**src/rtl/tt_capture_pkg.sv**
```systemverilog
// Shared types and helpers for the truth-table capture block.
package tt_capture_pkg;

  typedef enum logic [1:0] {
    IDLE = 2'd0,
    RUN  = 2'd1,
    DONE = 2'd2
  } state_t;

  // Row 0 (all inputs low) lands in the MSB of the table.
  function automatic int row_bit(input int r, input int tt_w);
    return tt_w - 1 - r;
  endfunction

  function automatic int cnt_width(input int settle_cycles);
    int w;
    w = $clog2(settle_cycles + 1);
    return (w < 1) ? 1 : w;
  endfunction

endpackage

```
**src/rtl/tt_row_sequencer.sv**
```systemverilog
// Walks the input rows, holding each one for SETTLE_CYCLES+1 cycles.
module tt_row_sequencer
  import tt_capture_pkg::*;
#(
  parameter int N_IN          = 4,
  parameter int SETTLE_CYCLES = 2
) (
  input  logic            clk,
  input  logic            rst,
  input  logic            clear,
  input  logic            run,
  output logic [N_IN-1:0] row,
  output logic            sample_strobe,
  output logic            last_row
);

  localparam int              CNT_W    = cnt_width(SETTLE_CYCLES);
  localparam logic [CNT_W-1:0] CNT_LAST = CNT_W'(SETTLE_CYCLES);
  localparam logic [N_IN-1:0]  ROW_LAST = '1;

  logic [CNT_W-1:0] cnt;

  assign sample_strobe = run && (cnt == CNT_LAST);
  assign last_row      = (row == ROW_LAST);

  // The row counter parks on the last row; the FSM leaves RUN on that strobe.
  always_ff @(posedge clk) begin
    if (rst || clear) begin
      cnt <= '0;
      row <= '0;
    end else if (sample_strobe) begin
      cnt <= '0;
      if (!last_row) row <= row + 1'b1;
    end else if (run) begin
      cnt <= cnt + 1'b1;
    end
  end

endmodule

```
**src/rtl/tt_capture.sv**
```systemverilog
// Sweeps every input row of a combinational netlist and assembles its truth table.
module tt_capture
  import tt_capture_pkg::*;
#(
  parameter int N_IN          = 4,
  parameter int SETTLE_CYCLES = 2
) (
  input  logic                 clk,
  input  logic                 rst,
  input  logic                 start_valid,
  output logic                 start_ready,
  input  logic [(2**N_IN)-1:0] exp_tt,
  output logic [N_IN-1:0]      dut_in,
  input  logic                 dut_out,
  output logic                 tt_valid,
  input  logic                 tt_ready,
  output logic [(2**N_IN)-1:0] tt_data,
  output logic                 mismatch,
  output logic [N_IN-1:0]      mismatch_row,
  output logic                 busy
);

  localparam int TT_W = 2**N_IN;

  state_t            state, state_nxt;
  logic [N_IN-1:0]   row, bit_idx;
  logic              sample_strobe, last_row, start_fire, accept, finish;
  logic [TT_W-1:0]   exp_q, acc_tt, tt_nxt;
  logic              acc_mis, mis_nxt, sample_err;
  logic [N_IN-1:0]   acc_row, row_nxt;

  assign start_ready = (state == IDLE);
  assign busy        = (state != IDLE);
  assign tt_valid    = (state == DONE);
  assign start_fire  = start_valid && start_ready;
  assign accept      = tt_valid && tt_ready;
  assign finish      = sample_strobe && last_row;
  assign dut_in      = (state == RUN) ? row : '0;
  assign bit_idx     = N_IN'(row_bit(int'(row), TT_W));

  tt_row_sequencer #(
    .N_IN          (N_IN),
    .SETTLE_CYCLES (SETTLE_CYCLES)
  ) u_seq (
    .clk           (clk),
    .rst           (rst),
    .clear         (start_fire),
    .run           (state == RUN),
    .row           (row),
    .sample_strobe (sample_strobe),
    .last_row      (last_row)
  );

  always_ff @(posedge clk) begin
    if (rst) state <= IDLE;
    else     state <= state_nxt;
  end

  always_comb begin
    state_nxt = state;
    unique case (state)
      IDLE:    if (start_fire) state_nxt = RUN;
      RUN:     if (finish)     state_nxt = DONE;
      DONE:    if (accept)     state_nxt = IDLE;
      default:                 state_nxt = IDLE;
    endcase
  end

  // Only the first differing row is remembered, so it is the lowest index.
  always_comb begin
    tt_nxt          = acc_tt;
    tt_nxt[bit_idx] = dut_out;
    sample_err      = (dut_out != exp_q[bit_idx]);
    mis_nxt         = acc_mis;
    row_nxt         = acc_row;
    if (sample_err && !acc_mis) begin
      mis_nxt = 1'b1;
      row_nxt = row;
    end
  end

  always_ff @(posedge clk) begin
    if (start_fire) exp_q <= exp_tt;
  end

  always_ff @(posedge clk) begin
    if (start_fire) begin
      acc_tt  <= '0;
      acc_mis <= 1'b0;
      acc_row <= '0;
    end else if (sample_strobe) begin
      acc_tt  <= tt_nxt;
      acc_mis <= mis_nxt;
      acc_row <= row_nxt;
    end
  end

  // Results are published only on completion, so an aborted sweep never shows.
  always_ff @(posedge clk) begin
    if (rst) begin
      tt_data      <= '0;
      mismatch     <= 1'b0;
      mismatch_row <= '0;
    end else if (finish) begin
      tt_data      <= tt_nxt;
      mismatch     <= mis_nxt;
      mismatch_row <= row_nxt;
    end
  end

endmodule

```
**config.mk**
```make
export PLATFORM = sky130hd
export DESIGN_NAME = tt_capture
export DESIGN_NICKNAME = d
export VERILOG_FILES = /design/src/rtl/tt_capture_pkg.sv /design/src/rtl/tt_row_sequencer.sv /design/src/rtl/tt_capture.sv
export SDC_FILE = /design/constraint.sdc
export NUM_CORES = 1
export LEC_CHECK = 0
export CAP_MARGIN = 40
export CELL_PAD_IN_SITES_DETAIL_PLACEMENT = 2
export CELL_PAD_IN_SITES_GLOBAL_PLACEMENT = 2
export CORE_MARGIN = 2
export CORE_UTILIZATION = 33
export CTS_CLUSTER_SIZE = 25
export DETAILED_ROUTE_END_ITERATION = 12
export PLACE_DENSITY = 0.78
export SLEW_MARGIN = 0
export SYNTH_ARGS = -nofsm -noshare
export SYNTH_HDL_FRONTEND = slang
export SYNTH_SLANG_ARGS = --single-unit
export TNS_END_PERCENT = 5
```
**constraint.sdc**
```tcl
create_clock -name clk -period 3.1 [get_ports clk]
set_clock_uncertainty 0.2 [all_clocks]
set_input_delay 0.93 -clock clk [delete_from_list [all_inputs] [get_ports clk]]
set_output_delay 0.93 -clock clk [all_outputs]
set_load 0.02 [all_outputs]
```
# == Word level (Yosys, flattened, before mapping) ==
# Index checks and enable logic that the tools add are counted.
# W data, S select, Z words.
# op_classes
n_addsub,3
n_lt_le_gt_ge,2
n_eq_ne,8
n_mux,12
n_bitwise,1
n_reduce_logical,13
# ops
op,count
$bwmux W16,1
$mux W4,2
$logic_and A1 B1 Y1,6
$mux W2,3
$pmux W2 S3,1
$lt A4 B5 Y1 const B,1
$add A4 B1 Y4 const B,1
$bmux W1 S4,1
$demux W1 S4,1
$eq A2 B2 Y1 const B,2
$eq A4 B4 Y1 const B,1
$ge A4 B1 Y1 const B,1
$ne A2 B1 Y1 const B,2
$sub A4 B4 Y4 const A,1
$mux W1,3
$reduce_and A3 Y1,1
$add A2 B1 Y2 const B,1
$eq A2 B1 Y1 const B,1
$logic_not A2 Y1,1
$ne A2 B2 Y1 const B,1
$reduce_and A2 Y1,1
$reduce_bool A2 Y1,1
$reduce_or A2 Y1,1
$logic_not A1 Y1,1
other kinds (3),3
# totals
register_bits,66
inputBits,21
out_inout_bits,28
elab_cells,49

# == Longest topological paths before layout ==
# depth
depth_word,6
depth_mapped,9
ltp_nobuf,7

# == By module ==
# From an unflattened synthesis, not the netlist that was laid out.
# hier_totals
hier_cells,347
hier_area_um2,3071.7
# by_module_without_submodules
mod,n_inst,cells_each,area_per_inst_um2,seq_area_each_um2
tt_capture,1,313,2760.1,1361.3
tt_row_sequencer,1,34,311.5,120.1

# == Worst setup path after synthesis ==
# OpenSTA, ideal clock, no wires.
# synth_path
path_kind,input-to-reg
startpoint,input start_valid
endpoint,"register exp_q[0], enable pin"
setup_ps,386
arrival_time_ps,1853
required_time_ps,2514
path_slack_ps,661
cell_stages,3
path_buffers,1
cell_sequence,nand2_1 > inv_2 > clkbuf_1
# synth_between
elab_chain_len,1
# synth_rtl
item,line,text
start: declaration,tt_capture.sv:10,"input logic start_valid,"
$logic_and A1 B1 Y1,tt_capture.sv:35,assign start_fire = start_valid && start_ready;
via start_fire,tt_capture.sv:27,"logic sample_strobe, last_row, start_fire, accept, finish;"
end signal: assignment,tt_capture.sv:83,if (start_fire) exp_q <= exp_tt;
end: declaration,tt_capture.sv:28,"logic [TT_W-1:0] exp_q, acc_tt, tt_nxt;"
# The timed path passes the listed nets, and every way through them passes these cells.
# A chain may end at the register's enable or synchronous reset.

# == Worst setup path in the final report ==
# layout_path
startpoint,register state[0]
endpoint,output dut_in[0]
# layout_between
elab_chain_len,2
# layout_rtl
item,line,text
start: declaration,tt_capture.sv:25,"state_t state, state_nxt;"
start signal: assignment,tt_capture.sv:56,else state <= state_nxt;
$eq A2 B1 Y1,tt_capture.sv:38,assign dut_in = (state == RUN) ? row : '0;
$mux W4,tt_capture.sv:38,
end: declaration,tt_capture.sv:13,"output logic [N_IN-1:0] dut_in,"
# No other way between the ends.

==> run summary <==
The flow ran to the end, and the final reports show no timing, DRC or antenna violations. The minimum setup slack among reg-to-reg paths is 750 ps. After global routing the overflow that remains totals 0. The number of distinct library cell variants in the gate-level netlist after synthesis is 35.

The first global-routing pass estimated 12700 um of wire. The area of the die came out at 9270 um2. The final weighted congestion in routability-driven placement is 0.812. By count the netlist is led by sky130_fd_sc_hd__nor2_1 (50), sky130_fd_sc_hd__dfxtp_1 (49), sky130_fd_sc_hd__a211oi_1 (31), sky130_fd_sc_hd__mux2i_1 (28), sky130_fd_sc_hd__nand2_1 (26).

49 I/O pins were placed. The count of hold buffers inserted by post-cts repair came out at 0. In the final design database the tool counted 354 nets. The cell count after synthesis came out at 278. The number of enable flip-flop cells after synthesis came out at 16. After synthesis the cells add up to 2810 um2.

The pin slew with the least headroom to its limit came out at 460 ps. Once layout is done, the placed cells without fillers occupy 3600 um2. Of the synthesized area, sequential elements account for 0.520. The setup slack after layout came out at 180 ps. The setup violation total in the final timing report came out at 0. The first-pass iteration count of the detailed router is 4. Across the run, the number of max-cap violations was 0. For this block, the routed nets add up to 7530 um of wire. The worst hold margin is 261 ps. The global-route usage over all layers came out at 0.183.

In this run the worst hold path is classified as flip-flop to flip-flop. The startpoint of the worst-slack reg-to-reg timing path is u_seq.cnt[0]. The cell count after placement came out at 422. The number of buffers created by CTS is 9. In the final timing run, aggregate negative setup slack is 0 ps.

The completed layout was analyzed and its total power is 1.69 mW. The CTS H-tree depth is 3. Yosys instantiated no cell more often than sky130_fd_sc_hd__nor2_1. Synthesis produced a netlist with a net count of 304. The pin count of the biggest net entering global routing is 37. The count of final hold-check violations is 0. The largest area contributor in the synthesized netlist is sky130_fd_sc_hd__dfxtp_1.

The ratio of total power to cell area is 469 nW/um2. The number of standard cells in the final layout excluding fillers came out at 438. The fraction of layout cells with a size suffix above 1 is 0.105. The die outline width is 96.3 um.

The number of fill cells is 886. The total of cells resized after clock tree synthesis came out at 0. VDD sags by at most 316 uV. The final routed DRC violation total is 0. The maximum fanout encountered on the critical timing path is 8. The element type at the critical path end is an output port. The critical path required time came out at 1970 ps. The area of the core region came out at 8220 um2. TritonCTS built the clock tree. Summing all placed instances gives a cell area of 3420 um2. The average size of a mapped cell is 10.1 um2. The clock latency on the worst-skew pair is 350 ps. By area the synthesized netlist is led by sky130_fd_sc_hd__dfxtp_1 (35%), sky130_fd_sc_hd__edfxtp_1 (17%), sky130_fd_sc_hd__mux2i_1 (10%). The analysis attributes to cell leakage a power of 1.31 nW. The share of synthesized area in the top cell type comes to 0.349. The sort of element at the start of the critical path is a flip-flop. The number of stages on the worst hold path is 2.

The number of antenna cells inserted is 0. The number of antenna violations at the first check in global routing is 0. The number of max-slew violations in the final report came out at 0.

The clock transition at the registers of the reported paths came out at 70 ps. During synthesis, Yosys emitted a total of 0 warnings. The maximum clock path buffer count came out at 2. The final critical delay including setup and external delays came out at 2920 ps.

The worst max-slew margin expressed relative to the limit came out at 0.692. After synthesis, the share of flip-flops with an asynchronous set or reset is 0. In the routed layout, each cell is associated on average with a via count of 5.04. The height of the chip came out at 96.3 um. The via count of the first global-routing pass came to 2511. For this block, the initial DRC count from the detailed router was 53. The path with the worst hold slack has its endpoint at tt_data[8]. The floorplan has 33 rows. The root buffer cell is sky130_fd_sc_hd__clkbuf_8.

Among all flip-flop cells after synthesis, the most frequent one is sky130_fd_sc_hd__dfxtp_1. The post-CTS setup repair buffer count came out at 0. The TritonCTS sink count came out at 65. The number of vias after detailed routing is 2209. The endpoint identified for the worst register-to-register timing path is mismatch_row[1]. The area growth from synthesis to layout is 28.0%. For this run, the share of the core covered by cells in the final layout is 0.438. Data on the critical path arrives at its endpoint at 1790 ps. The mean routed wirelength per cell is 17.2 um. The final critical-path share of the clock period is 0.942.

The worst hold path begins at tt_data[8]. The number of nets still failing antenna checks after routing is 0. The number of I/O port buffers is 48.

The HPWL after detailed placement came out at 5180 um. The number of cells on the worst reg-to-reg path is 7. Prior to clock tree synthesis, the placed netlist has a worst setup slack of 363 ps. The maximum clock frequency came out at 342 MHz. The post-synthesis register bit count is 65.

Setup repair after global routing left no endpoint under its margin. The critical path class is flip-flop to output port. The initial cell density of the core is 0.342.
where the power goes:
part / leakage (nW) / internal, mW / switching, mW / total, mW
Combinational: 0.664 / 0.0472 / 0.0544 / 0.102
Sequential: 0.547 / 0.887 / 0.00743 / 0.895
Clock: 0.0941 / 0.368 / 0.323 / 0.692
kinds of logic after synthesis:
| kind of cell | share of synthesized area |
|---|---|
| simple gates | 0.159 |
| flops | 0.520 |
| compound gates | 0.120 |
| mux | 0.132 |
| buf+inv | 0.0374 |
| fa+ha+maj | 0.0223 |
| xor+xnor | 0.00935 |
state kept, by name (all words and copies together) (netlist names):
register / cells
acc_mis: 1
state: 2
acc_tt: 15
acc_row: 4
u_seq.row: 4
u_seq.cnt: 2
exp_q: 16
mismatch_row: 4
tt_data: 16
mismatch: 1
layout by cell type (no fill, tap or decap), drive strengths merged, types with 3 or more instances in the layout:
master / Yosys / routed
xnor2: 3 / 3
ha: 5 / 5
nand2b: 3 / 3
buf: 8 / 9
clkbuf: 10 / 12
nand2: 26 / 26
a21oi: 7 / 7
nor3: 5 / 5
o21ai: 3 / 3
nand3: 7 / 7
edfxtp: 16 / 16
a211oi: 32 / 32
clkinv: 0 / 3
nor2: 51 / 51
dfxtp: 49 / 49
inv: 7 / 7
mux2i: 30 / 30
clkdlybuf4s50: 0 / 48
layout make-up:
class,instances,area [um2],area share
sequential,65,1460,0.406
multi-input combinational,188,1250,0.347
timing repair buffer,57,548,0.152
clock buffer,12,135,0.0376
tap,105,131,0.0365
clock inverter,4,45.0,0.0125
inverter,7,26.3,0.00730
worst max-delay path, cell delays in order, from the launching register on:
cell	delay [ps]
sky130_fd_sc_hd__dfxtp_1	440
sky130_fd_sc_hd__nand2b_1	220
sky130_fd_sc_hd__nor2_1	150
sky130_fd_sc_hd__clkdlybuf4s50_1	630
worst max path at each step:
stage / to / cells after the start / slack, ps / start
2_1_floorplan: exp_q[0] / 3 / 660 / start_valid
3_3_place_gp: mismatch_row[0] / 5 / 440 / dut_out
3_5_place_dp: mismatch_row[0] / 5 / 360 / dut_out
4_1_cts: dut_in[0] / 3 / 160 / state[0]
5_1_grt: dut_in[0] / 3 / 40 / state[0]
6_report: dut_in[0] / 3 / 180 / state[0]
routing by layer:
metal,up-vias,GRT usage,share of wire
met1,1087,0.216,0.43
li1,1078,-,-
met3,9,0.0439,0.029
met4,0,0.0619,0.013
met5,-,0,0
met2,35,0.322,0.53
Power figures use the tool's default switching activity.
